===== src/rtl/mcpu_pkg.sv =====
// Shared types and encodings for the multi-cycle MIPS-subset control unit.
// JAL/JR states exist only when MCPU_JAL_EN is defined.
package mcpu_pkg;

  typedef enum logic [3:0] {
    FETCH, DECODE, R_EXEC, R_WB, I_EXEC, I_WB,
    MEM_ADDR, MEM_RD, MEM_WB, MEM_WR, BRANCH, JUMP,
`ifdef MCPU_JAL_EN
    JAL, JR,
`endif
    TRAP
  } state_t;

  localparam logic [5:0] OP_RTYPE = 6'h00;
  localparam logic [5:0] OP_J     = 6'h02;
  localparam logic [5:0] OP_JAL   = 6'h03;
  localparam logic [5:0] OP_BEQ   = 6'h04;
  localparam logic [5:0] OP_BNE   = 6'h05;
  localparam logic [5:0] OP_ADDI  = 6'h08;
  localparam logic [5:0] OP_XORI  = 6'h0e;
  localparam logic [5:0] OP_LW    = 6'h23;
  localparam logic [5:0] OP_SW    = 6'h2b;

  localparam logic [5:0] FN_JR  = 6'h08;
  localparam logic [5:0] FN_ADD = 6'h20;
  localparam logic [5:0] FN_SUB = 6'h22;
  localparam logic [5:0] FN_XOR = 6'h26;
  localparam logic [5:0] FN_SLT = 6'h2a;

  localparam logic [1:0] ASA_PC   = 2'd0;
  localparam logic [1:0] ASA_A    = 2'd1;
  localparam logic [1:0] ASB_IMM2 = 2'd0;
  localparam logic [1:0] ASB_IMM  = 2'd1;
  localparam logic [1:0] ASB_B    = 2'd2;
  localparam logic [1:0] ASB_FOUR = 2'd3;

  localparam logic [1:0] PC_BEN = 2'd0;
  localparam logic [1:0] PC_JMP = 2'd1;
  localparam logic [1:0] PC_ALU = 2'd2;
  localparam logic [1:0] PC_A   = 2'd3;

  localparam logic [1:0] RD_RD  = 2'd0;
  localparam logic [1:0] RD_RT  = 2'd1;
  localparam logic [1:0] RD_R31 = 2'd2;

  localparam logic [1:0] M2R_MDR = 2'd0;
  localparam logic [1:0] M2R_ALU = 2'd1;
  localparam logic [1:0] M2R_PC  = 2'd2;

  localparam int ALU_ADD = 0;
  localparam int ALU_SUB = 1;
  localparam int ALU_XOR = 2;
  localparam int ALU_SLT = 3;

endpackage


===== src/rtl/mcpu_ctrl_decode.sv =====
// Opcode/funct decode: DECODE successor state and exec-stage ALU op.
// JAL/JR decode only when MCPU_JAL_EN is defined.
module mcpu_ctrl_decode
  import mcpu_pkg::*;
#(
  parameter int ALU_OP_W = 3
) (
  input  logic [5:0]          opcode,
  input  logic [5:0]          funct,
  output state_t              nxt,
  output logic [ALU_OP_W-1:0] alu_op,
  output logic                illegal
);

  always_comb begin
    nxt    = TRAP;
    alu_op = ALU_OP_W'(ALU_ADD);
    case (opcode)
      OP_RTYPE: begin
        if (funct inside {FN_ADD, FN_SUB, FN_SLT, FN_XOR})
          nxt = R_EXEC;
`ifdef MCPU_JAL_EN
        else if (funct == FN_JR)
          nxt = JR;
`endif
        unique case (1'b1)
          funct == FN_SUB: alu_op = ALU_OP_W'(ALU_SUB);
          funct == FN_XOR: alu_op = ALU_OP_W'(ALU_XOR);
          funct == FN_SLT: alu_op = ALU_OP_W'(ALU_SLT);
          default:         alu_op = ALU_OP_W'(ALU_ADD);
        endcase
      end
      OP_ADDI: nxt = I_EXEC;
      OP_XORI: begin
        nxt    = I_EXEC;
        alu_op = ALU_OP_W'(ALU_XOR);
      end
      OP_LW, OP_SW:   nxt = MEM_ADDR;
      OP_BEQ, OP_BNE: nxt = BRANCH;
      OP_J:           nxt = JUMP;
`ifdef MCPU_JAL_EN
      OP_JAL:         nxt = JAL;
`endif
      default:        nxt = TRAP;
    endcase
  end

  assign illegal = (nxt == TRAP);

endmodule


===== src/rtl/mcpu_ctrl_fsm.sv =====
// Multi-cycle control FSM with ack-timeout and sticky trap causes.
// Optional MCPU_JAL_EN enables the JAL and JR paths.
module mcpu_ctrl_fsm
  import mcpu_pkg::*;
#(
  parameter int ACK_TIMEOUT = 16,
  parameter int ALU_OP_W    = 3
) (
  input  logic                clk,
  input  logic                reset,
  input  logic [5:0]          opcode,
  input  logic [5:0]          funct,
  input  logic                zero,
  input  logic                mem_ack,
  output logic                mem_req,
  output logic                mem_we,
  output logic                iord,
  output logic                pc_we,
  output logic                ir_we,
  output logic                a_we,
  output logic                b_we,
  output logic                ben_we,
  output logic                reg_we,
  output logic [1:0]          alusrca,
  output logic [1:0]          alusrcb,
  output logic [ALU_OP_W-1:0] alu_op,
  output logic [1:0]          reg_dst,
  output logic [1:0]          mem_to_reg,
  output logic [1:0]          pc_src,
  output logic                illegal,
  output logic                mem_err
);

  localparam int CW = (ACK_TIMEOUT > 1) ? $clog2(ACK_TIMEOUT) : 1;
  localparam logic [CW-1:0] CMAX =
    (ACK_TIMEOUT > 0) ? CW'(ACK_TIMEOUT - 1) : '0;

  state_t              state;
  state_t              dec_nxt;
  logic [ALU_OP_W-1:0] dec_aop;
  logic                dec_ill;
  logic [CW-1:0]       cnt;
  logic                ill_q;
  logic                merr_q;
  logic                waiting;
  logic                tmo;

  mcpu_ctrl_decode #(.ALU_OP_W(ALU_OP_W)) u_dec (
    .opcode  (opcode),
    .funct   (funct),
    .nxt     (dec_nxt),
    .alu_op  (dec_aop),
    .illegal (dec_ill)
  );

  assign waiting = state inside {FETCH, MEM_RD, MEM_WR};
  assign tmo     = (ACK_TIMEOUT != 0) && (cnt == CMAX);

  always_ff @(posedge clk) begin
    if (reset) begin
      state  <= FETCH;
      cnt    <= '0;
      ill_q  <= 1'b0;
      merr_q <= 1'b0;
    end else begin
      cnt <= '0;
      if (waiting && !mem_ack) begin
        if (tmo) begin
          state  <= TRAP;
          merr_q <= 1'b1;
        end else begin
          cnt <= cnt + 1'b1;
        end
      end else begin
        unique case (state)
          FETCH:    state <= DECODE;
          DECODE: begin
            state <= dec_nxt;
            if (dec_ill) ill_q <= 1'b1;
          end
          R_EXEC:   state <= R_WB;
          I_EXEC:   state <= I_WB;
          MEM_ADDR: state <= (opcode == OP_LW) ? MEM_RD : MEM_WR;
          MEM_RD:   state <= MEM_WB;
          TRAP:     state <= TRAP;
          default:  state <= FETCH;
        endcase
      end
    end
  end

  always_comb begin
    mem_req    = 1'b0;
    mem_we     = 1'b0;
    iord       = 1'b0;
    pc_we      = 1'b0;
    ir_we      = 1'b0;
    a_we       = 1'b0;
    b_we       = 1'b0;
    ben_we     = 1'b0;
    reg_we     = 1'b0;
    alusrca    = ASA_PC;
    alusrcb    = ASB_IMM2;
    alu_op     = ALU_OP_W'(ALU_ADD);
    reg_dst    = RD_RD;
    mem_to_reg = M2R_MDR;
    pc_src     = PC_BEN;
    illegal    = 1'b0;
    mem_err    = 1'b0;
    if (!reset) begin
      illegal = ill_q;
      mem_err = merr_q;
      unique case (state)
        FETCH: begin
          mem_req = 1'b1;
          if (mem_ack) begin
            ir_we   = 1'b1;
            pc_we   = 1'b1;
            alusrcb = ASB_FOUR;
            pc_src  = PC_ALU;
          end
        end
        DECODE: begin
          a_we   = 1'b1;
          b_we   = 1'b1;
          ben_we = 1'b1;
        end
        R_EXEC: begin
          alusrca = ASA_A;
          alusrcb = ASB_B;
          alu_op  = dec_aop;
        end
        I_EXEC: begin
          alusrca = ASA_A;
          alusrcb = ASB_IMM;
          alu_op  = dec_aop;
        end
        R_WB, I_WB: begin
          reg_we     = 1'b1;
          reg_dst    = (state == R_WB) ? RD_RD : RD_RT;
          mem_to_reg = M2R_ALU;
        end
        MEM_ADDR: begin
          alusrca = ASA_A;
          alusrcb = ASB_IMM;
        end
        MEM_RD: begin
          mem_req = 1'b1;
          iord    = 1'b1;
        end
        MEM_WB: begin
          reg_we     = 1'b1;
          reg_dst    = RD_RT;
          mem_to_reg = M2R_MDR;
        end
        MEM_WR: begin
          mem_req = 1'b1;
          mem_we  = 1'b1;
          iord    = 1'b1;
        end
        BRANCH: begin
          alusrca = ASA_A;
          alusrcb = ASB_B;
          alu_op  = ALU_OP_W'(ALU_SUB);
          pc_src  = PC_BEN;
          pc_we   = zero ^ (opcode == OP_BNE);
        end
        JUMP: begin
          pc_we  = 1'b1;
          pc_src = PC_JMP;
        end
`ifdef MCPU_JAL_EN
        JAL: begin
          pc_we      = 1'b1;
          pc_src     = PC_JMP;
          reg_we     = 1'b1;
          reg_dst    = RD_R31;
          mem_to_reg = M2R_PC;
        end
        JR: begin
          pc_we  = 1'b1;
          pc_src = PC_A;
        end
`endif
        default: ;
      endcase
    end
  end

endmodule


===== config.mk =====
export PLATFORM = sky130hd
export DESIGN_NAME = mcpu_ctrl_fsm
export DESIGN_NICKNAME = d
export VERILOG_FILES = /design/src/rtl/mcpu_pkg.sv /design/src/rtl/mcpu_ctrl_decode.sv /design/src/rtl/mcpu_ctrl_fsm.sv
export SDC_FILE = /design/constraint.sdc
export NUM_CORES = 1
export LEC_CHECK = 0
export ABC_AREA = 1
export BUFFER_PORTS_ARGS = -buffer_cell sky130_fd_sc_hd__buf_2
export CORE_UTILIZATION = 52
export DETAILED_ROUTE_END_ITERATION = 12
export GPL_ROUTABILITY_DRIVEN = 0
export GPL_TIMING_DRIVEN = 0
export PLACE_DENSITY = 0.95
export SLEW_MARGIN = 20
export SYNTH_ARGS = -nofsm -noshare
export SYNTH_HDL_FRONTEND = slang
export SYNTH_SLANG_ARGS = --single-unit
export TNS_END_PERCENT = 20

===== constraint.sdc =====
create_clock -name clk -period 2.5 [get_ports clk]
set_clock_uncertainty 0.05 [all_clocks]
set_input_delay 0.5 -clock clk [delete_from_list [all_inputs] [get_ports clk]]
set_output_delay 0.5 -clock clk [all_outputs]
set_load 0.03 [all_outputs]

==> results.txt <==
status -> finished clean
Tcrit/Tclk final -> 90.1%
Starting Density -> 57.1%
crit path DAT -> 1700 ps
Net Sw Power -> 0.000501 W
synth cell count leaders -> 50 x nand2_1, 26 x nor2_1, 23 x inv_1
CTS clock-pin slew for the worst setup and hold paths -> 60 ps
CP bufs+invs -> 3
CP Data Required Time -> 1950 ps
most frequent cell after synthesis -> nand2_1
Crit path max-delay family -> buffers and inverters
worst r2r dst -> state[0]$_SDFFE_PP0P_
FF+latch count, synth -> 10
vias in the first global route -> 931
setup bufs post-CTS -> 0
Yosys cell types -> 28
total routed wirelength -> 2220 um
Top FF cell, synth -> dfxtp_1
critical path capture point type -> output port
RSZ-0062 raised after global routing -> false
Seq pwr share -> 24.0%
Remaining Overflow, GRT -> 0
GRT Total Usage -> 23.4%
leakage power -> 0.745 nW
Worst-Skew Late Latency -> 270 ps
R2R cell count -> 8
CTS sink count -> 10
VDD IR-drop max -> 0.000554 V
Post-Syn Instances -> 181
worst min-delay path class -> flop to flop
DRT iter0 DRCs -> 27
fin crit period -> 2250 ps
Async S/R FF share, synth -> 0%
Fmax achieved -> 444 MHz
pre-CTS setup slack -> 418 ps
post-synth top area share -> 19.9%
critical path start-end classification -> flop to output port
fraction of layout cells with a size suffix above 1 -> 29.3%
Core ar. -> 1760 um2
clk buf depth -> 2
# diodes -> 0
max-cap violations -> 0
initial antenna violation count -> 0
setup TNS -> 0 ps
Hold Crit Depth -> 1
Seq/Total Area, Yosys -> 19.9%
Via-to-Cell Ratio -> 4.78
Buffers on Ports -> 34
cell area after synthesis -> 1010 um2
max incr delay on CP -> 300 ps
area grow syn2layout -> 25.7%
combinational share of power -> 61.2%
final hold vios -> 0
switching part of the total power -> 52.0%
TritonRoute pass-1 iters -> 4
Die Y -> 46.0 um
vias -> 1180
# H-tree levels -> 1
CP Cell Sequence -> buf_2, nand2_1, inv_2, nand2_1, a21oi_2, nand4_1, a21oi_1, buf_2
row count -> 15
DRC viols -> 0
CTS tree -> built
Clock power frac -> 14.8%
cell count along the critical path -> 8
Internal -> 0.000462 W
# IOs -> 40
final setup margin -> 246 ps
R2R setup slack -> 980 ps
Startpoint Class -> flop
Critical Path Start -> state[1]$_SDFFE_PP0P_
Post-synth EDFFs -> 0
# nets final -> 240
Clk Tree Root Cell -> clkbuf_4
TritonCTS Buffers -> 3
largest net degree at the start of global routing -> 11
top cells by area, synth -> dfxtp_1 20%, nand2_1 19%, nor2_1 9.7%
footprint of the multi-input gates -> 668 um2
Max Slew Vio Count -> 0
synth warn -> 0
Setup violations, final -> 0
DIE WIDTH -> 46.0 um
first-pass GRT wire length -> 3640 um
Reg area -> 200 um2
hpwl dp -> 1830 um
Die Area -> 2120 um2
synthesized area per cell -> 5.56 um2
Worst path slowest cell -> dfxtp_1
Reg2Reg Launch Point -> state[1]$_SDFFE_PP0P_
CP max FO -> 8
DRT antenna net count -> 0
post-synth top area cell -> dfxtp_1
Layout fillers -> 175
Critical Path Sink -> alu_op[1]
Power Density -> 760 nW/um2
wire per inst -> 8.99 um
## flip-flops by register name, indices dropped and copies added (netlist names)
name / cells
merr_q: 1
ill_q: 1
state: 4
cnt: 4
## routing by layer
metal / vias up / track usage (%) / part of all wire, %
met5: - / 0 / 0
met4: 0 / 10.6 / 2.0
met3: 5 / 2.38 / 4.3
met2: 29 / 38.0 / 45
met1: 501 / 30.8 / 48
li1: 645 / - / -
## layout make-up
type                    count  area share (%)
plain buffers               9            4.64
clock buffers               4            2.87
inverters                  27            8.00
multi-input cells         138            52.8
flip-flops and latches     10            15.8
well taps                  25            2.47
repair buffers             34            13.4
## cells by family after synthesis
logic type | after synthesis | synth area share, %
adder cells (fa/ha/maj) | 1 | 1.24
AND/OR/NAND/NOR | 108 | 48.7
XOR/XNOR | 2 | 1.74
buffers and inverters | 36 | 15.9
flip-flops | 10 | 19.9
other | 1 | 0.372
AO/OA/AOI/OAI | 23 | 12.2
## repair_timing
action                     in CTS  in global routing
hold buffers                    0                  0
setup endpoints to repair       0                  1
resized for setup               0                  1
hold endpoints to repair        0                  0
## per-stage QoR
stage	utilization (%)	hold slack, ps	power, W	instances	area [um2]
floorplan	-	368	0.000686	184	1020
global placement	69.5	381	0.000806	243	1230
detailed placement	69.5	392	0.000817	243	1230
CTS	71.6	407	0.000963	247	1260
global route	71.8	423	0.00105	247	1270
finish	71.8	399	0.000962	247	1270
## worst reg2reg max path: cells and delay by family (launching register included)
kind / cells / cell delay [ps]
DFF: 1 / 300
AOI/OAI and AO/OA: 2 / 310
and+or+nand+nor: 5 / 630
buffers and inverters: 1 / 160
## cells in the final DEF (no fill, tap or decap), types with 2 or more instances in the layout
| cell type | netlist | final |
|---|---|---|
| dfxtp_1 | 10 | 10 |
| nand4_1 | 4 | 4 |
| buf_4 | 6 | 6 |
| nor2_2 | 5 | 5 |
| nand2_2 | 2 | 2 |
| buf_2 | 2 | 36 |
| clkbuf_4 | 0 | 3 |
| nor2_1 | 26 | 26 |
| inv_1 | 23 | 23 |
| nor2_4 | 2 | 2 |
| nand2_1 | 50 | 50 |
| conb_1 | 1 | 4 |
| a21oi_1 | 13 | 12 |
| inv_2 | 4 | 4 |
| nand3_1 | 13 | 13 |
| o21ai_0 | 7 | 7 |
## how the worst min path moves through the flow
stage                       start                 end  slack, ps
6_report        cnt[0]$_SDFF_PP0_   cnt[0]$_SDFF_PP0_        400
5_1_grt        ill_q$_SDFFE_PP0P_  ill_q$_SDFFE_PP0P_        420
4_1_cts        ill_q$_SDFFE_PP0P_  ill_q$_SDFFE_PP0P_        410
3_5_place_dp   ill_q$_SDFFE_PP0P_  ill_q$_SDFFE_PP0P_        390
3_3_place_gp    cnt[0]$_SDFF_PP0_   cnt[0]$_SDFF_PP0_        380
2_1_floorplan   cnt[0]$_SDFF_PP0_   cnt[0]$_SDFF_PP0_        370
## power by group through the flow
stage	sequential (W)	combinational [W]	clock (W)
6_report	0.000231	0.000589	0.000142
2_1_floorplan	0.000224	0.000461	0
3_3_place_gp	0.000231	0.000575	0
3_5_place_dp	0.000233	0.000584	0
4_1_cts	0.000229	0.000586	0.000147
5_1_grt	0.000236	0.000655	0.000154
Note: power is estimated with default switching activity, not from simulation.
